--- config.mk ---
export PLATFORM = sky130hd
export DESIGN_NAME = pipelined_cla_adder
export DESIGN_NICKNAME = d
export VERILOG_FILES = /design/src/rtl/pipelined_cla_adder.sv
export SDC_FILE = /design/constraint.sdc
export NUM_CORES = 1
export LEC_CHECK = 0
export CORE_MARGIN = 4
export CORE_UTILIZATION = 52
export DETAILED_ROUTE_END_ITERATION = 10
export GPL_TIMING_DRIVEN = 0
export PLACE_DENSITY = 0.8
export SLEW_MARGIN = 20
export SYNTH_ARGS = -nofsm -noshare
export SYNTH_HDL_FRONTEND = slang
export SYNTH_SLANG_ARGS = --single-unit
--- constraint.sdc ---
create_clock -name clk -period 3 [get_ports clk]
set_clock_uncertainty 0.2 [all_clocks]
set_input_delay 0.6 -clock clk [delete_from_list [all_inputs] [get_ports clk]]
set_output_delay 0.6 -clock clk [all_outputs]
set_load 0.005 [all_outputs]
--- src/rtl/pipelined_cla_adder.sv ---
// Two-stage carry-lookahead adder/subtractor with valid/ready handshake on both sides.
// Latency: 2 cycles from accept to out_valid when unstalled; 1 result per cycle sustained.
// Backpressure: out_ready low holds stage 2; stage 1 refills only when stage 2 empties or drains.
// Optional CLA_FLAGS_EN macro adds registered zero/neg/ovf status outputs.
module pipelined_cla_adder #(
    parameter int WIDTH = 16,
    parameter int GROUP = 4
) (
    input  logic             clk,
    input  logic             reset,
    input  logic             in_valid,
    output logic             in_ready,
    input  logic [WIDTH-1:0] a,
    input  logic [WIDTH-1:0] b,
    input  logic             sub,
    input  logic             cin,
    output logic             out_valid,
    input  logic             out_ready,
    output logic [WIDTH-1:0] sum,
    output logic             cout
`ifdef CLA_FLAGS_EN
    ,
    output logic             zero,
    output logic             neg,
    output logic             ovf
`endif
);

    localparam int NG = WIDTH / 4;

    // Reject unsupported configurations at elaboration time.
    if (GROUP != 4) begin : g_bad_group
        $error("pipelined_cla_adder: GROUP must be 4");
    end
    if ((WIDTH % 4) != 0 || WIDTH < 8 || WIDTH > 64) begin : g_bad_width
        $error("pipelined_cla_adder: WIDTH must be a multiple of 4 in 8..64");
    end

    // Stage 1 state: per-bit propagate/generate, per-group G/P, effective carry-in.
    logic             s1_valid;
    logic [WIDTH-1:0] s1_p;
    logic [WIDTH-1:0] s1_g;
    logic [NG-1:0]    s1_gg;
    logic [NG-1:0]    s1_pg;
    logic             s1_cin;

    // Stage 2 state.
    logic             s2_valid;

    // Handshake: stage 2 can take new data when empty or draining this cycle.
    logic s2_en;
    logic accept;

    assign s2_en     = !s2_valid || out_ready;
    assign in_ready  = !s1_valid || !s2_valid || out_ready;
    assign accept    = in_valid && in_ready;
    assign out_valid = s2_valid;

    // Stage 1 combinational: operand conditioning and first-level lookahead.
    logic [WIDTH-1:0] b_eff;
    logic [WIDTH-1:0] p_in;
    logic [WIDTH-1:0] g_in;
    logic             cin_eff;
    logic [NG-1:0]    gg_in;
    logic [NG-1:0]    pg_in;

    // Build per-bit p/g and per-group G/P from the (possibly inverted) operands.
    always_comb begin
        b_eff   = b ^ {WIDTH{sub}};
        p_in    = a ^ b_eff;
        g_in    = a & b_eff;
        cin_eff = sub | cin;
        gg_in   = '0;
        pg_in   = '0;
        for (int k = 0; k < NG; k++) begin
            gg_in[k] = g_in[4*k+3]
                     | (p_in[4*k+3] & g_in[4*k+2])
                     | (p_in[4*k+3] & p_in[4*k+2] & g_in[4*k+1])
                     | (p_in[4*k+3] & p_in[4*k+2] & p_in[4*k+1] & g_in[4*k]);
            pg_in[k] = &p_in[4*k +: 4];
        end
    end

    // Stage 1 register: load on accept, otherwise empty out when stage 2 takes the entry.
    always_ff @(posedge clk or posedge reset) begin
        if (reset) begin
            s1_valid <= 1'b0;
            s1_p     <= '0;
            s1_g     <= '0;
            s1_gg    <= '0;
            s1_pg    <= '0;
            s1_cin   <= 1'b0;
        end else begin
            if (accept) begin
                s1_valid <= 1'b1;
                s1_p     <= p_in;
                s1_g     <= g_in;
                s1_gg    <= gg_in;
                s1_pg    <= pg_in;
                s1_cin   <= cin_eff;
            end else if (s2_en) begin
                s1_valid <= 1'b0;
            end
        end
    end

    // Stage 2 combinational: second-level lookahead, in-group carries, sum.
    logic [NG:0]      c_grp;
    logic [WIDTH-1:0] c_bit;
    logic [WIDTH-1:0] sum_nxt;
    logic             cout_nxt;
    logic [NG-1:0]    g_top_unused;

    // Group carries are flat sums of products over G/P; bit carries ripple inside a group.
    always_comb begin
        logic acc;
        logic prod;
        acc          = 1'b0;
        prod         = 1'b1;
        c_grp        = '0;
        c_bit        = '0;
        g_top_unused = '0;
        c_grp[0]     = s1_cin;
        for (int k = 0; k < NG; k++) begin
            acc  = 1'b0;
            prod = 1'b1;
            for (int j = k; j >= 0; j--) begin
                acc  = acc | (prod & s1_gg[j]);
                prod = prod & s1_pg[j];
            end
            c_grp[k+1] = acc | (prod & s1_cin);
        end
        for (int k = 0; k < NG; k++) begin
            c_bit[4*k] = c_grp[k];
            for (int i = 1; i < 4; i++) begin
                c_bit[4*k+i] = s1_g[4*k+i-1] | (s1_p[4*k+i-1] & c_bit[4*k+i-1]);
            end
            // Top-of-group generate is already folded into G.
            g_top_unused[k] = s1_g[4*k+3];
        end
        sum_nxt  = s1_p ^ c_bit;
        cout_nxt = c_grp[NG];
    end

`ifdef CLA_FLAGS_EN
    // Flags: p==0 at the MSB means both operand MSBs agree, and then g equals that MSB.
    logic zero_nxt;
    logic neg_nxt;
    logic ovf_nxt;

    assign zero_nxt = (sum_nxt == '0);
    assign neg_nxt  = sum_nxt[WIDTH-1];
    assign ovf_nxt  = !s1_p[WIDTH-1] && (s1_g[WIDTH-1] != sum_nxt[WIDTH-1]);
`endif

    // Stage 2 register: advance when empty or draining; hold everything while stalled.
    always_ff @(posedge clk or posedge reset) begin
        if (reset) begin
            s2_valid <= 1'b0;
            sum      <= '0;
            cout     <= 1'b0;
`ifdef CLA_FLAGS_EN
            zero     <= 1'b0;
            neg      <= 1'b0;
            ovf      <= 1'b0;
`endif
        end else if (s2_en) begin
            s2_valid <= s1_valid;
            if (s1_valid) begin
                sum  <= sum_nxt;
                cout <= cout_nxt;
`ifdef CLA_FLAGS_EN
                zero <= zero_nxt;
                neg  <= neg_nxt;
                ovf  <= ovf_nxt;
`endif
            end
        end
    end

endmodule

### Word-level counts from Yosys, hierarchy flattened

Index checks and enable logic that the tools add are counted.

| operators by class | value |
|---|---|
| multiplexer cells | 2 |
| bitwise gates (word level) | 87 |
| reduce and logical (&&, ||, !) cells | 12 |

Operator list:

| operator | number |
|---|---|
| 1-bit AND | 48 |
| 16-bit bitwise XOR | 3 |
| 1-bit OR | 35 |
| 16-bit AND | 1 |
| 4-bit AND reduction | 4 |
| 1-bit logical OR | 3 |
| 1-bit logical NOT | 2 |
| 1-bit two-way mux | 2 |
| 2-bit AND reduction | 1 |
| 2-bit nonzero test | 1 |
| 1-bit logical AND | 1 |

| word-level totals | value |
|---|---|
| register bits | 59 |
| output and inout bits | 19 |
| logic and storage cells | 110 |

### Logic depth before layout (Yosys ltp)

Gate-level depths: netlist (run 1).

| logic depth | value |
|---|---|
| depth after elaboration | 11 |
| mapped depth | 11 |
| mapped depth without buffers | 11 |

### Worst setup path before layout (run 1)

OpenSTA, ideal clock, no wires.

| timing | value |
|---|---|
| path type | register to register |
| start | register s1_cin |
| end | register sum[15] |
| arrival | 2.368 ns |
| data required time | 2.675 ns |
| slack | 0.308 ns |
| cell stages (with the launch flop) | 12 |
| buffers on the path | 0 |
| period minus slack after synthesis | 2.692 ns |
| path through | dfrtp_1 -> a21o_1 -> a21o_1 -> a21o_1 -> ha_1 -> or2_2 -> ha_1 -> or2_2 -> ha_1 -> nor2_1 -> xnor2_1 -> mux2_2 |

| on the way | value |
|---|---|
| cells in the longest elaborated chain, start to end | 9 |

RTL lines:

| item | RTL line | RTL |
|---|---|---|
| start, declared | 45 | `logic s1_cin;` |
| start signal, assigned | 100 | `s1_cin <= cin_eff;` |
| 1-bit AND | 131 | `c_grp[k+1] = acc \| (prod & s1_cin);` |
| 1-bit OR | 131 |  |
| 1-bit AND | 136 | `c_bit[4*k+i] = s1_g[4*k+i-1] \| (s1_p[4*k+i-1] & c_bit[4*k+i-1]);` |
| 1-bit OR | 136 |  |
| 1-bit AND | 136 |  |
| 1-bit OR | 136 |  |
| 1-bit AND | 136 |  |
| 1-bit OR | 136 |  |
| 16-bit bitwise XOR | 141 | `sum_nxt = s1_p ^ c_bit;` |
| end signal, assigned | 170 | `sum <= sum_nxt;` |
| end, declared | 19 | `output logic [WIDTH-1:0] sum,` |

Every way passes these cells.
A chain may end at the register's enable or synchronous reset.

### Worst setup path in the final report (run 1)

Ends and elaborated chain as after synthesis.

==> results of run 1 <==
## cells by family after synthesis
logic type / count (synthesis) / share of synthesized area, %
muxes: 48 / 20.8
buffers and inverters: 12 / 2.67
and+or+nand+nor: 28 / 5.55
AOI/OAI and AO/OA: 25 / 5.72
DFF: 56 / 47.5
adders and majority gates: 28 / 11.9
xor gates and xnor gates: 20 / 5.93
## power by group
| part | total [uW] | switching, uW | leakage (uW) | internal, uW |
|---|---|---|---|---|
| Clock | 420 | 235 | 0.0000510 | 185 |
| Combinational | 870 | 298 | 0.00100 | 573 |
| Sequential | 1090 | 121 | 0.000671 | 965 |
## worst max-delay path, stage by stage (launching register included)
cell and delay [ps]:
dfrtp_1 400, a21o_1 230, a21o_1 210, a21o_1 200, ha_1 170, or2_2 280
ha_1 170, or2_2 270, ha_1 190, nor2_2 120, xnor2_1 70, mux2_2 250
## registers in the layout (all words and copies together) (netlist names)
register,flops
s1_p,16
s1_g,12
s1_cin,1
s1_gg,4
s1_valid,1
sum,16
out_valid,1
cout,1
s1_pg,4
## layout make-up
type,instances,area (um^2)
clock inverters,2,10.0
fillers,422,1810
multi-input cells,149,1480
plain buffers,7,60.1
repair buffers,56,558
well taps,72,90.1
inverters,5,21.3
flip-flops and latches,56,1400
clock buffers,6,82.6
## cells in the final DEF (no fill, tap or decap), types with 2 or more instances in the layout
master            n
dfrtp_1          56
clkdlybuf4s50_1  55
ha_1             28
mux2_2           23
mux2_4           21
xor2_1           16
or2_2             8
a21o_1            8
a21oi_1           8
clkbuf_8          6
nand2_1           5
nand4_1           5
a41oi_1           5
buf_6             4
nor2_1            4
xnor2_1           4
inv_1             4
mux2i_1           4
a31oi_1           4
nand2b_1          3
buf_2             3
clkinv_2          2
## metal layers
metal	GRT usage [%]	wire length, um	vias to the layer above
li1	-	-	907
met1	22.6	2660	955
met2	29.7	2740	44
met3	4.56	304	9
met4	5.20	74	0
met5	0	0	-
## through the flow
step | instances | total power [uW] | setup WS [ps] | utilization (%) | hold slack [ps]
6_report | 353 | 2380 | 126 | 67.2 | 309
5_1_grt | 353 | 2540 | 21.1 | 67.2 | 318
3_5_place_dp | 344 | 1980 | 112 | 65.3 | 289
4_1_cts | 352 | 2400 | 82.4 | 67.0 | 310
2_1_floorplan | 217 | 1570 | 308 | - | 273
3_3_place_gp | 344 | 1950 | -169 | 65.3 | 281
## cells in the mapped netlist, types with 8 or more instances
| cell type | count |
|---|---|
| ha_1 | 28 |
| mux2_4 | 21 |
| dfrtp_1 | 56 |
| or2_2 | 8 |
| mux2_2 | 23 |
| xor2_1 | 16 |
| a21o_1 | 8 |
| a21oi_1 | 8 |
## timing repair
action                                  4_1_cts  5_1_grt
setup buffers                                 0        1
gates resized for setup                       0        1
endpoints found under the setup margin        0        1
## path summary, 6_finish.rpt
kind                                       end  slack [ps]           startpoint
max                        sum[15]$_DFFE_PP0P_         130   s1_cin$_DFFE_PP0P_
min                        sum[11]$_DFFE_PP0P_         310  sum[11]$_DFFE_PP0P_
max reg2reg                sum[15]$_DFFE_PP0P_         130   s1_cin$_DFFE_PP0P_
min reg2reg                sum[11]$_DFFE_PP0P_         310  sum[11]$_DFFE_PP0P_
max in group asynchronous   sum[8]$_DFFE_PP0P_        1610                reset
min in group asynchronous  sum[13]$_DFFE_PP0P_         550                reset
==> metrics.txt, run 1 <==
share of cells above drive strength 1 25.3%; Synth Net Count 283; vias in the first global route 2053; top post-synthesis cells by area dfrtp_1, ha_1, mux2_4; first-pass GRT wire length 9.85 mm; CP Capture Type register; Synthesis Warnings 0; Pwr per Cell Area 643 nW/um^2; die width 83.4 um; grt total ovfl 0; Post-CTS Hold Fix Bufs 0; # DRC 0; Post-synth EDFFs 0; CTS H-tree lvls 2; sequential cell area fraction in the yosys report 47.5%; final setup fails 0; fin area 3700 um^2; Crit Path Category register to register; initial antenna violation count 0; total CTS buffers 5; minimum clock period after layout 2870 ps; final number of max-transition violations 0; crit path max fanout 3; worst-skew pair later-pin latency 310 ps; IO Port Bufs 55; Critical Path RT 3000 ps; Fmax 0.348 GHz; n_diodes 0; row cnt 27; routability cong. 0.805; Core ar. 5510 um^2; dpl cell area 3600 um^2; Hold Vio Cnt, Final 0; Avg Inst Size Synth 13.6 um^2; IO Count 57; CTS Buffer Depth 2; Slew HR 55.5%; DR iter-0 viols 75; worst hold path type register to register; routed wire length 5.77 mm; Initial Util 53.6%; area leader, netlist dfrtp_1; Final period util 95.8%; Synth Register Bits 56; WP data arrival 2870 ps; CTS tree yes; CP startpoint kind register; largest net degree at the start of global routing 57; die height 83.4 um; Reg2Reg Depth 11; Yosys cell types 21; Die ar. 6950 um^2; Post-synth ARST share 100%; peak supply drop 0.353 mV; post-synth top area share 47.5%; RSZ-0062 raised after global routing false; Setup TNS 0 ps; ys flop type dfrtp_1; maxcap violations 0; DR vias/cell 5.42; clk root buf clkbuf_8; gr usage total 17.7%; drt wl/cell 16.4 um; HPWL Detailed 4.34 mm; run status completed; Detailed Routing Iterations Pass 1 4; CTS Sinks 56; area of the mapped netlist 2950 um^2; nets 346; Clock Pin Slew Worst Setup and Hold Paths 90 ps; Synth Instances 217; actual slew at the worst max-slew pin 667 ps; P_leak 0.00172 uW; Routed Antenna Nets 0; Area Overhead vs Synth 25.3%; routed vias 1915; Min-Delay Path Depth 1
Power figures use the tool's default switching activity.
==> run 2: changes to the inputs <==
--- a/config.mk
+++ b/config.mk
@@ -5,7 +5,6 @@
 export SDC_FILE = /design/constraint.sdc
 export NUM_CORES = 1
 export LEC_CHECK = 0
-export CORE_MARGIN = 4
 export CORE_UTILIZATION = 52
 export DETAILED_ROUTE_END_ITERATION = 10
 export GPL_TIMING_DRIVEN = 0
==> metrics.txt, run 2 (synthesis results as in run 1) <==
run status completed; total CTS buffers 5; Area Overhead vs Synth 24.4%; Slew HR 54.6%; maxcap violations 0; Core ar. 5470 um^2; worst hold path type register to register; CTS H-tree lvls 2; clk root buf clkbuf_8; Hold Vio Cnt, Final 0; HPWL Detailed 3.98 mm; routed wire length 5.44 mm; Detailed Routing Iterations Pass 1 4; # DRC 0; grt total ovfl 0; Die ar. 5980 um^2; largest net degree at the start of global routing 57; Setup TNS 0 ps; nets 346; CTS Sinks 56; most frequent cells in the layout dfrtp_1, clkdlybuf4s50_1, ha_1; Critical Path RT 2990 ps; vias in the first global route 2011; DR iter-0 viols 84; Initial Util 54.0%; WP data arrival 2870 ps; DR vias/cell 5.35; CTS tree yes; minimum clock period after layout 2880 ps; largest registers s1_p (16), sum (16), s1_g (12); Routed Antenna Nets 0; Fmax 0.347 GHz; die width 77.4 um; first-pass GRT wire length 9.47 mm; final number of max-transition violations 0; Crit Path Category register to register; row cnt 27; fin cells 350; actual slew at the worst max-slew pin 681 ps; Final period util 95.9%; Post-CTS Hold Fix Bufs 0; initial antenna violation count 0; CP startpoint kind register; final setup fails 0; Placed Cells 344; postcts setup bufs 0; drt wl/cell 15.5 um; gr usage total 20.1%; Pwr per Cell Area 632 nW/um^2; IO Port Bufs 55; routed vias 1873; share of cells above drive strength 1 24.1%; most common cell after layout, fill and taps aside dfrtp_1; IO Count 57; die height 77.4 um; routability cong. 0.749; peak supply drop 0.322 mV; n_diodes 0; post_cts resized 0; Clock Pin Slew Worst Setup and Hold Paths 90 ps; post-route setup slack 122 ps; CP Capture Type register; P_leak 0.00171 uW; Place WS 117 ps; worst-skew pair later-pin latency 300 ps; CTS Buffer Depth 2; crit path max fanout 3
==> run 2: cell types whose count changed in the layout (fill, tap and decap cells not counted), sizes merged <==
cell    before  now
clkbuf       6    5
clkinv       2    0
==> run 2: through the flow <==
step	instance area (um^2)	power [uW]	util (%)	hold WS, ps
2_1_floorplan	2950	1570	-	273
3_3_place_gp	3590	1950	65.7	282
3_5_place_dp	3600	1970	65.7	289
4_1_cts	3660	2340	67.0	310
5_1_grt	3670	2480	67.1	327
6_report	3670	2320	67.1	305
==> run 2: per-layer routing <==
layer,GRT usage [%],routed length (um),up-vias
met2,33.2,2550,42
met3,2.82,181,9
met1,27.8,2630,930
met4,5.66,74,0
met5,0,0,-
li1,-,-,892
==> run 2: layout make-up <==
cell class              count  area, um^2
well taps                  72        90.1
flip-flops and latches     56        1400
multi-input cells         149        1470
fillers                   416        1800
clock buffers               5        68.8
inverters                   5        21.3
repair buffers             56         558
plain buffers               7        60.1
==> run 2: final timing paths <==
check,end,cells past startpoint,slack [ps],from
worst min-delay path,s1_g[1]$_DFFE_PP0P_,1,310,s1_g[1]$_DFFE_PP0P_
worst max register to register,sum[15]$_DFFE_PP0P_,11,120,s1_cin$_DFFE_PP0P_
worst max-delay path,sum[15]$_DFFE_PP0P_,11,120,s1_cin$_DFFE_PP0P_
max in group asynchronous,s1_gg[2]$_DFFE_PP0P_,2,1590,reset
min in group asynchronous,sum[13]$_DFFE_PP0P_,2,540,reset
worst min register to register,s1_g[1]$_DFFE_PP0P_,1,310,s1_g[1]$_DFFE_PP0P_
==> run 2: power breakdown <==
| group | switching, uW | internal (uW) |
|---|---|---|
| Combinational | 294 | 572 |
| Sequential | 120 | 966 |
| Clock | 217 | 151 |
| Total | 630 | 1690 |
==> run 2: worst max-delay path, stage by stage (launching register included) <==
cell and delay [ps]:
dfrtp_1 410, a21o_1 230, a21o_1 210, a21o_1 190
ha_1 170, or2_2 280, ha_1 170, or2_2 270
ha_1 180, nor2_1 130, xnor2_1 70, mux2_2 250
==> run 3: changes to the inputs <==
--- a/config.mk
+++ b/config.mk
@@ -9,6 +9,7 @@
 export DETAILED_ROUTE_END_ITERATION = 10
 export GPL_TIMING_DRIVEN = 0
 export PLACE_DENSITY = 0.8
+export SKIP_LAST_GASP = 1
 export SLEW_MARGIN = 20
 export SYNTH_ARGS = -nofsm -noshare
 export SYNTH_HDL_FRONTEND = slang
==> results of run 3 <==
Same layout as run 2: the final DEF is identical, and so are final timing and power.
